==> src/rtl/derived_clock_ctrl_pkg.sv <==
`default_nettype none
// ---------------------------------------------------------------------------
// derived_clock_ctrl_pkg : shared types and constants for the derived clock
// Revision: 1.0
// ---------------------------------------------------------------------------
package derived_clock_ctrl_pkg;

  typedef enum logic [1:0] {
    ST_IDLE  = 2'd0,
    ST_PEND  = 2'd1,
    ST_APPLY = 2'd2
  } dcc_state_t;

  localparam int unsigned DCC_DEFAULT_N = 0;

  function automatic int unsigned dcc_idw(input int unsigned nreq);
    return (nreq > 1) ? $clog2(nreq) : 1;
  endfunction

endpackage
`default_nettype wire

==> src/rtl/derived_clock_core.sv <==
`default_nettype none
// ---------------------------------------------------------------------------
// derived_clock_core : divider counter, toggle strobe and stop-low gating
// Revision: 1.0
// ---------------------------------------------------------------------------
module derived_clock_core #(
  parameter int unsigned CW     = 32,
  parameter int unsigned DIVIDE = 2
) (
  input  logic          clk,
  input  logic          rst_n,
  input  logic          enable,
  input  logic [CW-1:0] n,
  output logic          out_clk,
  output logic          tick,
  output logic          fall_next,
  output logic          stopped
);

  localparam logic [2:0] DIV = 3'(DIVIDE);

  logic [CW-1:0] count;
  logic [2:0]    dcnt;
  logic          at_rest;
  logic          run;
  logic          count_wrap;
  logic          phase_end;

  // The rest state is exactly what a falling boundary leaves behind, so
  // stopping there needs no extra flag.
  assign at_rest    = !out_clk && (count == '0) && (dcnt == 3'd0);
  assign stopped    = !enable && at_rest;
  assign run        = !stopped;
  assign count_wrap = !(count < n);
  assign phase_end  = count_wrap && !(dcnt < DIV);
  assign fall_next  = run && phase_end && out_clk;

  always_ff @(posedge clk) begin
    if (!rst_n) begin
      count   <= '0;
      dcnt    <= 3'd0;
      out_clk <= 1'b0;
      tick    <= 1'b0;
    end else begin
      tick <= 1'b0;
      if (run) begin
        if (!count_wrap) begin
          count <= count + CW'(1);
        end else begin
          count <= '0;
          if (dcnt < DIV) begin
            dcnt <= dcnt + 3'd1;
          end else begin
            dcnt    <= 3'd0;
            out_clk <= ~out_clk;
            tick    <= 1'b1;
          end
        end
      end
    end
  end

endmodule
`default_nettype wire

==> src/rtl/derived_clock_ctrl.sv <==
`default_nettype none
// ---------------------------------------------------------------------------
// derived_clock_ctrl : shared divider with round-robin glitch-free retuning
// Revision: 1.0
// ---------------------------------------------------------------------------
module derived_clock_ctrl
  import derived_clock_ctrl_pkg::*;
#(
  parameter int unsigned NREQ      = 2,
  parameter int unsigned CW        = 32,
  parameter int unsigned DIVIDE    = 2,
  parameter int unsigned DEFAULT_N = DCC_DEFAULT_N,
  localparam int unsigned IDW      = dcc_idw(NREQ)
) (
  input  logic               clk,
  input  logic               rst_n,
  input  logic               enable,
  input  logic [NREQ-1:0]    req_valid,
  input  logic [NREQ*CW-1:0] req_n,
  output logic [NREQ-1:0]    req_ready,
  output logic               out_clk,
  output logic               tick,
  output logic [CW-1:0]      cur_n,
  output logic               busy,
  output logic [IDW-1:0]     grant_id
);

  dcc_state_t      state;
  dcc_state_t      state_nxt;
  logic [CW-1:0]   pending;
  logic [IDW-1:0]  rr_ptr;
  logic            grant_hit;
  logic [IDW-1:0]  grant_idx;
  logic [CW-1:0]   grant_n;
  logic            take;
  logic [CW-1:0]   core_n;
  logic            core_fall;
  logic            core_stopped;

  // Round-robin search: first valid requester at or after the pointer.
  always_comb begin
    int unsigned idx;
    grant_hit = 1'b0;
    grant_idx = '0;
    idx       = 0;
    for (int k = 0; k < NREQ; k++) begin
      idx = int'(rr_ptr) + k;
      if (idx >= NREQ) idx = idx - NREQ;
      if (!grant_hit && req_valid[idx]) begin
        grant_hit = 1'b1;
        grant_idx = IDW'(idx);
      end
    end
  end

  always_comb begin
    grant_n = '0;
    for (int k = 0; k < NREQ; k++) begin
      if (grant_idx == IDW'(k)) grant_n = req_n[k*CW +: CW];
    end
  end

  always_comb begin
    state_nxt = state;
    take      = 1'b0;
    req_ready = '0;
    case (state)
      ST_IDLE: begin
        if (grant_hit && rst_n) begin
          take      = 1'b1;
          req_ready = NREQ'(1) << grant_idx;
          state_nxt = ST_PEND;
        end
      end
      ST_PEND: begin
        if (core_fall || core_stopped) state_nxt = ST_APPLY;
      end
      ST_APPLY: state_nxt = ST_IDLE;
      default:  state_nxt = ST_IDLE;
    endcase
  end

  always_ff @(posedge clk) begin
    if (!rst_n) begin
      state    <= ST_IDLE;
      pending  <= '0;
      grant_id <= '0;
      rr_ptr   <= '0;
      busy     <= 1'b0;
      cur_n    <= CW'(DEFAULT_N);
    end else begin
      state <= state_nxt;
      if (take) begin
        pending  <= grant_n;
        grant_id <= grant_idx;
        rr_ptr   <= (grant_idx == IDW'(NREQ - 1)) ? '0 : grant_idx + IDW'(1);
        busy     <= 1'b1;
      end
      if (state == ST_APPLY) begin
        cur_n <= pending;
        busy  <= 1'b0;
      end
    end
  end

  // The APPLY cycle sits at the rest state; steering the new N into the
  // core there makes the whole following low phase use it.
  assign core_n = (state == ST_APPLY) ? pending : cur_n;

  derived_clock_core #(
    .CW     (CW),
    .DIVIDE (DIVIDE)
  ) u_core (
    .clk       (clk),
    .rst_n     (rst_n),
    .enable    (enable),
    .n         (core_n),
    .out_clk   (out_clk),
    .tick      (tick),
    .fall_next (core_fall),
    .stopped   (core_stopped)
  );

endmodule
`default_nettype wire

==> config.mk <==
export PLATFORM = sky130hd
export DESIGN_NAME = derived_clock_ctrl
export DESIGN_NICKNAME = d
export VERILOG_FILES = /design/src/rtl/derived_clock_ctrl_pkg.sv /design/src/rtl/derived_clock_core.sv /design/src/rtl/derived_clock_ctrl.sv
export SDC_FILE = /design/constraint.sdc
export NUM_CORES = 1
export LEC_CHECK = 0
export ABC_AREA = 1
export BUFFER_PORTS_ARGS = -buffer_cell sky130_fd_sc_hd__buf_2
export CAP_MARGIN = 15
export CORE_ASPECT_RATIO = 1.4
export CORE_MARGIN = 3
export CORE_UTILIZATION = 32
export CTS_BUF_LIST = sky130_fd_sc_hd__clkbuf_4
export DETAILED_ROUTE_END_ITERATION = 8
export MAX_ROUTING_LAYER = met4
export PLACE_DENSITY = 0.54
export SYNTH_ARGS = -nofsm -noshare
export SYNTH_HDL_FRONTEND = slang
export SYNTH_SLANG_ARGS = --single-unit
==> constraint.sdc <==
create_clock -name clk -period 8.5 [get_ports clk]
set_input_delay 0.425 -clock clk [delete_from_list [all_inputs] [get_ports clk]]
set_output_delay 0.425 -clock clk [all_outputs]
set_load 0.01 [all_outputs]
**Word-level counts from Yosys, hierarchy flattened**

Index checks and enable logic that the tools add are counted.

- $add $sub $neg: 6
- Magnitude comparators: 6
- Equal/unequal tests: 4
- Shifts and indexed selects: 1
- Multiplexer cells: 23
- Bitwise gates (word level): 5
- Reduce and logical (&&, ||, !) cells: 23

Operators by type and width:

| operator | number |
|---|---|
| $mux 32 | 5 |
| $lt 32x2->1 const B | 2 |
| $add 32x1->32 const B | 1 |
| $logic_not 32->1 | 1 |
| $lt 32x32->1 | 1 |
| $mux 1 | 12 |
| $logic_and 1x1->1 | 8 |
| $mux 2 | 4 |
| $logic_not 1->1 | 6 |
| $not 1->1 | 5 |
| $ne 2x2->1 const B | 2 |
| $pmux 2 s2 | 1 |
| $reduce_and 2->1 | 2 |
| $add 3x1->3 const B | 1 |
| $logic_not 3->1 | 1 |
| $lt 3x2->1 const B | 1 |
| $mux 3 | 1 |
| $reduce_and 3->1 | 1 |
| $reduce_or 3->1 | 1 |
| $sub 1x2->3 const B | 1 |
| $sub 2x2->3 const B | 1 |
| $add 1x1->2 const B | 1 |
| $eq 2x1->1 const B | 1 |
| $eq 2x2->1 const B | 1 |
| other kinds (7) | 7 |

- Bits in registers: 106
- Bits of input ports: 69
- Output and inout port bits: 38
- Logic and storage cells: 78

**Depth between registers and ports, before layout**

- Word-level depth: 11
- Gate-level depth with buffers: 20

**Modules after synthesis**

Synthesis repeated with hierarchy kept, for this count alone.

- Cell total of the unflattened synthesis: 905
- Area total of the unflattened synthesis: 6190.9 µm²

Modules (own cells, without submodules):

| module | times used | cells an instance | area an instance (µm²) | seq. area each (µm²) |
|---|---|---|---|---|
| derived_clock_ctrl | 1 | 477 | 3224.3 | 1381.3 |
| derived_clock_core | 1 | 428 | 2966.6 | 740.7 |

**Worst setup path after synthesis**

Ideal clock, no wire load.

- Path type: reg-to-reg
- From: reg state[0]
- To: reg u_core.count[3]
- Arrival time: 2.656 ns
- Path slack: 5.782 ns
- Cell stages (with the launch flop): 16
- Buffers on the path: 3
- Period minus slack after synthesis: 2.718 ns
- Path through: dfxtp_1 -> inv_2 -> nand2_2 -> buf_1 -> mux2i_1 -> ha_1 -> a21oi_1 -> o21a_1 -> o221ai_1 -> a21oi_1 -> nand2_4 -> nand2_2 -> nand2_1 -> buf_6 -> buf_6 -> nor2_2

- Longest elaborated chain between the ends: 4

Ends and longest elaborated chain:

| what | line | text |
|---|---|---|
| start: declaration | derived_clock_ctrl.sv:28 | `dcc_state_t state;` |
| start signal: assignment | derived_clock_ctrl.sv:92 | `state <= state_nxt;` |
| $eq 2x2->1 | derived_clock_ctrl.sv:108 | `assign core_n = (state == ST_APPLY) ? pending : cur_n;` |
| $mux 32 | - |  |
| $lt 32x32->1 | derived_clock_core.sv:34 | `assign count_wrap = !(count < n);` |
| $mux 32 | derived_clock_core.sv:47 | `if (!count_wrap) begin` |
| end signal: assignment | derived_clock_core.sv:48 | `count <= count + CW'(1);` |
| end: declaration | derived_clock_core.sv:22 | `logic [CW-1:0] count;` |

Every way passes these cells.
A chain may end at the register's enable or synchronous reset.

**Worst setup path after layout**

- From: reg state[0]
- To: reg u_core.count[22]

The elaborated chain is that of the path after synthesis.

==> metrics.csv <==
metric,value,unit
cp_slowest_cell,nand2_2,
grt_pass1_wl,22.36,mm
ant_nets,0,
min_period,3.424,ns
first_pass_iters,5,
yosys_register_bits,106,
drv_cap,0,
path_common_cell,nand2_2,
dpl_worst_slack,5.076,ns
drt_iter0_drc,152,
syn_nets,772,
synthCells,668,
status,"complete, no violations",
final_cell_mix,"162 x nand2_1, 106 x dfxtp_1, 106 x buf_2",
clk_path_buf_depth,2,
fp.coreArea,0.01581,sq mm
viasPerCell,4.761,
io_buffers,106,
synth.cell_area,0.005215,sq mm
worstPathArrival,3.78,ns
power,1.087,mW
setup_viol,0,
crit_type,flip-flop to flip-flop,
fill_cells,1725,
globalplace.congestion,0.8358,
drc,0,
max-vdd-ir-drop,0.00007761,V
fin_setup_tns,0,ns
finalCritPeriodShare,40.29,%
cts_setup_buffers,0,
htreeDepth,3,
yosysUniqueCellTypes,34,
cp-start-kind,flip-flop,
slew_viol_final,0,
clock-sinks,106,
crit_buf_inv,2,
ios,107,
area_growth,15.69,%
crit_chain,inv_2 -> nand2_2 -> mux2i_1 -> ha_1 -> nand4_1 -> nor3_1 -> and3_1 -> nand2_2 -> nand2_4 -> nand2_2 -> nand2_1 -> buf_4 -> nor2_1,
final_common_cell,nand2_1,
post-dp-hpwl,10.73,mm
die-area,0.01789,sq mm
die_y,157.0,um
power.density,180.2,mW/mm^2
crit_family,simple AND/OR/NAND/NOR gates,
rsz0062_at_grt,false,
overflow,0,
clk_pin_slew,0.17,ns
worstSetupEndpointType,flip-flop,
hold-worst-slack,0.1854,ns
wl_per_cell,14.29,um
cp.required,8.86,ns
synth-seq-area-share,40.69,%
vias,4604,
slowest_delay,0.72,ns
layout.nets,870,
slew_headroom,34.16,%
post_cts_resized,0,
hold_violations,0,
initial_utilization,32.99,%
synth_top_flop_cell,dfxtp_1,
tritoncts,built,
drive_gt1_share,20.65,%
wirelength,13.82,mm
clk-insertion-delay-late,0.47,ns
holdCritPathClass,input port to flip-flop,
synth-edff-count,0,
syn_avg_cell_area,7.807,sq um
cts_hold_buf,0,
first_global_vias,4464,
cts_root_buf,clkbuf_4,
p_leak,2.747,nW
fp.dieW,113.9,um
antenna_found_initial,1,
fmax,0.2920,GHz
cp_max_fo,32,
grt_use_total,16.29,%
fin_ws,5.076,ns
clock_skew,0.01724,ns
worst-slew-pin-transition,0.9841,ns
numCtsBuffers,9,
postSynth.asyncResetShare,0,%
yosysWarnings,0,
grt_max_degree,49,
core.rowCount,54,
==> stage by stage <==
stage          util (%)  instance area [sq um]  instances
3_3_place_gp      37.42                   5916        951
4_1_cts           38.15                   6031        966
6_report          38.16                   6033        967
2_1_floorplan         -                   5215        668
3_5_place_dp      37.42                   5916        951
5_1_grt           38.16                   6033        967
==> Yosys cell counts (all sizes together) (5+ instances only) <==
| cell type | n | area (sq um) |
|---|---|---|
| clkbuf | 11 | 41.29 |
| nand3 | 25 | 130.1 |
| nor2 | 96 | 397.9 |
| inv | 46 | 172.7 |
| ha | 35 | 437.9 |
| a31oi | 33 | 206.5 |
| dfxtp | 106 | 2122 |
| mux2i | 31 | 310.3 |
| xnor2 | 5 | 43.79 |
| a21oi | 23 | 115.1 |
| xor2 | 16 | 140.1 |
| o21ai | 17 | 85.08 |
| nand4 | 12 | 75.07 |
| nor4 | 5 | 46.29 |
| nor3 | 19 | 111.4 |
| nand2 | 168 | 650.6 |
| buf | 12 | 68.81 |
==> kinds of logic after synthesis <==
group / Yosys count / share of synthesized area, %
xor gates and xnor gates: 21 / 3.527
and+or+nand+nor: 328 / 27.47
muxes: 31 / 5.950
AOI/OAI and AO/OA: 78 / 8.542
adders and majority gates: 35 / 8.397
buffers and inverters: 69 / 5.422
DFF: 106 / 40.69
==> layer usage <==
layer / track usage, % / share of wire, % / routed length [um] / vias to the layer above
met5: - / 0 / 0 / -
met3: 3.192 / 4.1 / 573 / 18
met4: 5.150 / 2.2 / 306 / 0
met2: 29.57 / 53 / 7304 / 93
li1: - / - / - / 2417
met1: 17.81 / 41 / 5633 / 2076
==> area by class of cell <==
type | count | area (sq um) | area share, %
multi-input cells | 493 | 2815 | 46.66
clock buffers | 9 | 67.56 | 1.120
diodes | 1 | 2.502 | 0.04148
flip-flops and latches | 106 | 2122 | 35.17
repair buffers | 110 | 560.5 | 9.291
well taps | 196 | 245.2 | 4.065
clock inverters | 6 | 47.55 | 0.7881
inverters | 46 | 172.7 | 2.862
==> worst min-delay path, cell delays in order <==
cell and delay, ns:
buf_2 0.09, nand2_1 0.05, a31oi_1 0.06
==> final timing paths <==
check                           cells past startpoint                  start  slack (ns)                            end
worst max-delay path                               13  state[0]$_SDFFE_PN0P_        5.08  u_core.count[22]$_SDFFE_PN0N_
worst min-delay path                                3              req_n[25]        0.19       pending[25]$_SDFFE_PN0P_
worst max register to register                     13  state[0]$_SDFFE_PN0P_        5.08  u_core.count[22]$_SDFFE_PN0N_
worst min register to register                      2    rr_ptr$_SDFFE_PN0P_        0.48            rr_ptr$_SDFFE_PN0P_
==> power breakdown <==
group	switching, mW	leakage (nW)	internal [mW]
combinational	0.184	1.82	0.0974
sequential	0.0305	0.859	0.534
clock	0.178	0.0656	0.0633
==> state kept, by name (all words and copies together) (netlist names) <==
name and cells:
u_core.dcnt 3, busy 1, u_core.tick 1, pending 32
grant_id 1, u_core.count 32, u_core.out_clk 1, cur_n 32
state 2, rr_ptr 1
Power figures use the tool's default switching activity.
